$ cat config.mk
export PLATFORM = sky130hd
export DESIGN_NAME = fetch_unit
export DESIGN_NICKNAME = d
export VERILOG_FILES = /design/src/rtl/fetch_pkg.sv /design/src/rtl/return_stack.sv /design/src/rtl/fetch_unit.sv
export SDC_FILE = /design/constraint.sdc
export NUM_CORES = 1
export LEC_CHECK = 0
export BUFFER_PORTS_ARGS = -buffer_cell sky130_fd_sc_hd__buf_2
export CORE_MARGIN = 5
export CORE_UTILIZATION = 53
export DETAILED_ROUTE_END_ITERATION = 6
export MAX_ROUTING_LAYER = met4
export PLACE_DENSITY_LB_ADDON = 0.08
export SLEW_MARGIN = 15
export SYNTH_ARGS = -nofsm -noshare
export SYNTH_HDL_FRONTEND = slang
export SYNTH_HIERARCHICAL = 1
export SYNTH_SLANG_ARGS = --single-unit
$ cat constraint.sdc
create_clock -name i_clk -period 4.29 [get_ports i_clk]
set_input_delay 0.6435 -clock i_clk [delete_from_list [all_inputs] [get_ports i_clk]]
set_output_delay 0.6435 -clock i_clk [all_outputs]
set_load 0.02 [all_outputs]
$ cat src/rtl/fetch_pkg.sv
// Shared types and helpers for the instruction fetch stage (fetch_unit and return_stack).
package fetch_pkg;

    typedef enum logic [1:0] {
        IDLE   = 2'd0,
        RUN    = 2'd1,
        HALTED = 2'd2
    } fetch_state_t;

    typedef enum logic [2:0] {
        RD_NONE   = 3'd0,
        RD_BRANCH = 3'd1,
        RD_REL    = 3'd2,
        RD_CALL   = 3'd3,
        RD_RET    = 3'd4
    } redirect_kind_t;

    localparam int SEXT_W = 64;

    // Sign-extends the low off_w bits of off to SEXT_W bits; callers truncate to PC width.
    function automatic logic [SEXT_W-1:0] sext_off(input logic [SEXT_W-1:0] off, input int off_w);
        logic signed [SEXT_W-1:0] w_tmp;
        w_tmp = $signed(off << (SEXT_W - off_w));
        return w_tmp >>> (SEXT_W - off_w);
    endfunction

endpackage

$ cat src/rtl/return_stack.sv
// Circular return-address stack: a push when full overwrites the oldest entry, a pop when empty
// leaves the pointer at empty. o_err flags either case in the cycle it happens.
module return_stack
    import fetch_pkg::*;
#(
    parameter int PC_W      = 16,
    parameter int RAS_DEPTH = 4
) (
    input  logic            i_clk,
    input  logic            i_rst,
    input  logic            i_clear,
    input  logic            i_push,
    input  logic            i_pop,
    input  logic [PC_W-1:0] i_push_data,
    output logic [PC_W-1:0] o_top,
    output logic            o_full,
    output logic            o_empty,
    output logic            o_err
);

    localparam int IDX_W = $clog2(RAS_DEPTH);
    localparam logic [IDX_W:0] DEPTH_CNT = (IDX_W+1)'(RAS_DEPTH);

    logic [PC_W-1:0]  r_mem [RAS_DEPTH];
    logic [IDX_W-1:0] r_top_idx;
    logic [IDX_W:0]   r_count;
    logic [IDX_W-1:0] w_push_idx;

    assign w_push_idx = r_top_idx + IDX_W'(1);
    assign o_full     = (r_count == DEPTH_CNT);
    assign o_empty    = (r_count == '0);
    assign o_top      = r_mem[r_top_idx];
    assign o_err      = (i_push && o_full) || (i_pop && o_empty);

    // NOTE: sequential state is written with non-blocking assignments so every flop samples pre-edge values.
    always_ff @(posedge i_clk or posedge i_rst) begin
        if (i_rst) begin
            r_top_idx <= '0;
            r_count   <= '0;
        end else if (i_clear) begin
            r_top_idx <= '0;
            r_count   <= '0;
        end else if (i_push) begin
            r_top_idx <= w_push_idx;
            if (!o_full) r_count <= r_count + (IDX_W+1)'(1);
        end else if (i_pop && !o_empty) begin
            r_top_idx <= r_top_idx - IDX_W'(1);
            r_count   <= r_count - (IDX_W+1)'(1);
        end
    end

    // NOTE: storage has no reset; entries are only read after being pushed, and the pointer reset makes the stack empty.
    always_ff @(posedge i_clk) begin
        if (i_push && !i_clear) r_mem[w_push_idx] <= i_push_data;
    end

endmodule

$ cat src/rtl/fetch_unit.sv
// Instruction fetch stage with IDLE/RUN/HALTED control, valid/ready output and redirects.
// Define FETCH_RAS_EN to build the return-address stack for Call/Return.
module fetch_unit
    import fetch_pkg::*;
#(
    parameter int PC_W      = 16,
    parameter int INSTR_W   = 9,
    parameter int OFF_W     = 8,
    parameter int RAS_DEPTH = 4
) (
    input  logic               i_clk,
    input  logic               i_rst,
    input  logic               i_start,
    input  logic [PC_W-1:0]    i_start_address,
    input  logic               i_halt,
    input  logic               i_branch,
    input  logic               i_branch_rel,
    input  logic               i_call,
    input  logic               i_return,
    input  logic [PC_W-1:0]    i_branch_target,
    input  logic [OFF_W-1:0]   i_offset,
    input  logic [PC_W-1:0]    i_redirect_pc,
    output logic [PC_W-1:0]    o_imem_addr,
    input  logic [INSTR_W-1:0] i_imem_data,
    output logic [INSTR_W-1:0] o_instr,
    output logic [PC_W-1:0]    o_instr_pc,
    output logic               o_instr_valid,
    input  logic               i_instr_ready,
    output logic               o_halted,
    output logic               o_ras_err
);

    fetch_state_t   r_state, w_state_next;
    redirect_kind_t w_rd_kind;

    logic [PC_W-1:0]    r_pc;
    logic [INSTR_W-1:0] r_instr;
    logic [PC_W-1:0]    r_instr_pc;
    logic               r_instr_valid;
    logic               r_ras_err;

    logic               w_redirect;
    logic               w_fire;
    logic               w_ras_err;
    logic [PC_W-1:0]    w_off_ext;
    logic [PC_W-1:0]    w_rel_target;
    logic [PC_W-1:0]    w_ras_target;
    logic [PC_W-1:0]    w_target;

    assign w_off_ext    = PC_W'(sext_off(SEXT_W'(i_offset), OFF_W));
    assign w_rel_target = i_redirect_pc + w_off_ext;

    // NOTE: every always_comb output gets a default first, so no path leaves it unassigned (no latch).
    always_comb begin
        w_rd_kind = RD_NONE;
        if (i_return)          w_rd_kind = RD_RET;
        else if (i_call)       w_rd_kind = RD_CALL;
        else if (i_branch_rel) w_rd_kind = RD_REL;
        else if (i_branch)     w_rd_kind = RD_BRANCH;
    end

    assign w_redirect = (r_state == RUN) && !i_start && !i_halt && (w_rd_kind != RD_NONE);
    assign w_fire     = (r_state == RUN) && !i_start && !i_halt && !w_redirect
                        && (!r_instr_valid || i_instr_ready);

    always_comb begin
        w_target = i_branch_target;
        case (w_rd_kind)
            RD_REL:  w_target = w_rel_target;
            RD_RET:  w_target = w_ras_target;
            default: w_target = i_branch_target;
        endcase
    end

`ifdef FETCH_RAS_EN
    logic            w_ras_push;
    logic            w_ras_pop;
    logic            w_ras_empty;
    logic            w_ras_full_unused;
    logic [PC_W-1:0] w_ras_top;

    assign w_ras_push = w_redirect && (w_rd_kind == RD_CALL);
    assign w_ras_pop  = w_redirect && (w_rd_kind == RD_RET);

    return_stack #(
        .PC_W      (PC_W),
        .RAS_DEPTH (RAS_DEPTH)
    ) u_ras (
        .i_clk       (i_clk),
        .i_rst       (i_rst),
        .i_clear     (i_start),
        .i_push      (w_ras_push),
        .i_pop       (w_ras_pop),
        .i_push_data (i_redirect_pc + PC_W'(1)),
        .o_top       (w_ras_top),
        .o_full      (w_ras_full_unused),
        .o_empty     (w_ras_empty),
        .o_err       (w_ras_err)
    );

    assign w_ras_target = w_ras_empty ? '0 : w_ras_top;
`else
    assign w_ras_target = i_branch_target;
    assign w_ras_err    = 1'b0;
`endif

    always_ff @(posedge i_clk or posedge i_rst) begin
        if (i_rst) r_state <= IDLE;
        else       r_state <= w_state_next;
    end

    always_comb begin
        w_state_next = r_state;
        if (i_start)     w_state_next = RUN;
        else if (i_halt) w_state_next = HALTED;
    end

    always_ff @(posedge i_clk or posedge i_rst) begin
        if (i_rst) begin
            r_pc          <= '0;
            r_instr       <= '0;
            r_instr_pc    <= '0;
            r_instr_valid <= 1'b0;
            r_ras_err     <= 1'b0;
        end else begin
            if (w_ras_err) r_ras_err <= 1'b1;
            if (i_start) begin
                r_pc          <= i_start_address;
                r_instr_valid <= 1'b0;
            end else if (i_halt) begin
                r_instr_valid <= 1'b0;
            end else if (w_redirect) begin
                r_pc          <= w_target;
                r_instr_valid <= 1'b0;
            end else if (w_fire) begin
                r_instr       <= i_imem_data;
                r_instr_pc    <= r_pc;
                r_instr_valid <= 1'b1;
                r_pc          <= r_pc + PC_W'(1);
            end
        end
    end

    assign o_imem_addr   = r_pc;
    assign o_instr       = r_instr;
    assign o_instr_pc    = r_instr_pc;
    assign o_instr_valid = r_instr_valid;
    assign o_halted      = (r_state == HALTED);
    assign o_ras_err     = r_ras_err;

endmodule

==> summary.txt <==
Max-cap violations -> 0
P per Cell Area -> 344 mW/mm²
Grt total ovfl -> 0
CTS max path bufs -> 2
Layout Area Growth over Synthesis -> 24.0%
Rows -> 27
Mapped Cells -> 324
CTS tree -> done
Crit path max-delay cell type -> a221oi_2
Initial DRC count -> 241
Number of global-route vias before repair -> 2974
TritonRoute pass-1 iters -> 4
Number of flops mapped to enable cells by yosys -> 0
Cell repeated most along the worst path -> o211ai_1
Clk Latency, worst-skew pair -> 0.30 ns
Hold buffer count at cts -> 0
Final hold violation count -> 0
Yosys top cell area share -> 36.1%
IO Count -> 118
Crit-path cells -> buf_2 -> ha_1 -> fa_1 -> a21o_1 -> a221oi_2 -> o21ai_0 -> xor2_1 -> o211ai_1 -> o211ai_1
CP peak stage delay -> 0.43 ns
Die Area -> 0.00737 mm²
Mapped Area -> 0.00305 mm²
RSZ-0062 raised after global routing -> no
Startpoint Class -> primary input
Clock transition at the registers of the reported paths -> 0.09 ns
Wire length per cell -> 16.6 µm
Status -> complete, no violations
Yosys top cell by area -> dfrtp_1
Port Buf Inserts -> 116
Slew Limit Fails -> 0
Synth warnings -> 6
Setup bufs post-CTS -> 0
CTS sink cnt -> 44
Yosys cell types -> 60
Ant. Diodes -> 0
Worst Hold Class -> flip-flop to flip-flop
CTS H-Tree Depth -> 2
Top Layer Used -> met4
Synth area leaders -> dfrtp_1, mux2_2, ha_1, a21oi_1, nand2_1
Yosys reg bits -> 44
Met3 WL -> 681 µm
Tcrit/Tclk final -> 57.1%
TritonCTS buffer count -> 5
Routed Antenna Nets -> 0
Most used DFF post-synth -> dfrtp_1
Max_slew headroom -> 39.1%
DRC -> 0
Worst Path Max Fanout -> 5
Seq/Total Area, Yosys -> 36.1%
Commonest cells in the netlist -> dfrtp_1, nand2_1, nor2_1
Setup-failing EPs final -> 0
Total GRT Usage -> 24.3%
Final WL -> 8.46 mm
Synthesized Nets -> 415
Die Height -> 85.9 µm
Vias -> 3000
Leakage -> 1.90 nW
Worst Tran Pin Value -> 0.912 ns
Area of the core -> 0.00554 mm²
First-pass GRT wire length -> 14.0 mm
Initial antenna violation count -> 0
Initial core utilization -> 55.1%
Layout cell share with drive strength beyond 1 -> 35.8%
Routed vias/inst -> 5.88
Die span in x -> 85.9 µm
Arrival time worst endpoint -> 2.63 ns
Dpl hpwl -> 6.57 mm
Root buffer cell -> clkbuf_8
CP endpoint kind -> flip-flop
Final GP Congestion -> 0.977
Clock Skew -> 0.00726 ns
Final min period -> 2.45 ns
Routed met2 length -> 4.04 mm
Asr flop ratio synth -> 100%
Largest net degree at the start of global routing -> 45
Max VDD drop -> 0.194 mV
Peak Freq -> 408 MHz
Setup TNS -> 0 ns
DRT met1 WL -> 3.56 mm
Synthesized area per cell -> 9.41 µm²
Classification of the worst setup path -> primary input to flip-flop
PostCTS Resize Cnt -> 0
Most numerous cell in the Yosys netlist -> dfrtp_1
Design Power -> 0.00130 W
CP Data Required Time -> 4.47 ns
Fin nets -> 528
[flip-flops by register name, indices dropped and copies added (netlist names)]
register,cells
o_imem_addr,16
o_instr,9
o_instr_pc,16
o_instr_valid,1
r_state,2
[critical path, delay by kind of cell]
family / cells / cell delay [ns]
compound gates: 5 / 1.10
xor+xnor: 1 / 0.18
fa+ha+maj: 2 / 0.61
buf+inv: 1 / 0.10
[area by class of cell]
class	count	area (µm²)
fillers	467	1760
inverters	9	33.8
multi-input cells	260	1860
clock inverters	3	46.3
clock buffers	5	68.8
flip-flops and latches	44	1100
well taps	72	90.1
repair buffers	117	588
[power breakdown]
part | total [W] | internal, W | switching, W
Sequential | 0.000534 | 0.000475 | 0.0000591
Clock | 0.000330 | 0.000176 | 0.000155
Combinational | 0.000438 | 0.000181 | 0.000257
[metal layers]
metal / global-route usage (%) / vias up
met5: - / -
met4: 8.49 / 0
met3: 4.03 / 15
met2: 39.0 / 131
met1: 31.0 / 1401
li1: - / 1453
[path summary, 6_finish.rpt]
| path | cells past startpoint | slack (ns) | end | start |
|---|---|---|---|---|
| worst min-delay path | 2 | 0.48 | o_instr_pc[13] | o_instr_pc[13] |
| max in group asynchronous | 2 | 3.19 | o_imem_addr[9] | i_rst |
| worst max-delay path | 9 | 1.84 | o_imem_addr[10] | i_offset[0] |
| min in group asynchronous | 2 | 0.53 | o_instr_pc[0] | i_rst |
| worst max register to register | 7 | 2.13 | o_imem_addr[14] | o_imem_addr[0] |
| worst min register to register | 2 | 0.48 | o_instr_pc[13] | o_instr_pc[13] |
[cells in the final DEF, fill, tap and decap left out, drive strengths merged, types with 7 or more instances in the layout]
cell,count
a21oi,20
nand2,25
a21o,8
buf,117
ha,16
dfrtp,44
inv,10
xor2,9
nand3,10
nor2,25
o211ai,11
o21ai,24
mux2,22
and3,7
[logic make-up (layout without fill, tap and decap cells)]
kind of cell | count (synthesis) | in the layout | synth area share [%]
buffers and inverters | 20 | 134 | 3.08
flip-flops | 44 | 44 | 36.1
multiplexers | 25 | 25 | 9.11
other | 1 | 1 | 0.123
adder cells (fa/ha/maj) | 17 | 17 | 7.22
XOR/XNOR | 14 | 14 | 4.02
AO/OA/AOI/OAI | 101 | 101 | 22.7
AND/OR/NAND/NOR | 102 | 102 | 17.6
[through the flow]
| stage | instances | cell area, µm² | utilization, % | hold WS, ns | setup slack [ns] |
|---|---|---|---|---|---|
| after floorplan | 324 | 3050 | - | 0.525 | 1.81 |
| final | 510 | 3780 | 68.3 | 0.482 | 1.84 |
| after detailed placement | 502 | 3670 | 66.2 | 0.466 | 1.52 |
| after CTS | 510 | 3780 | 68.3 | 0.487 | 1.85 |
| after global routing | 510 | 3780 | 68.3 | 0.524 | 1.75 |
| after global placement | 502 | 3670 | 66.2 | 0.461 | 1.58 |
No activity file was read; power rests on OpenSTA's default activity.
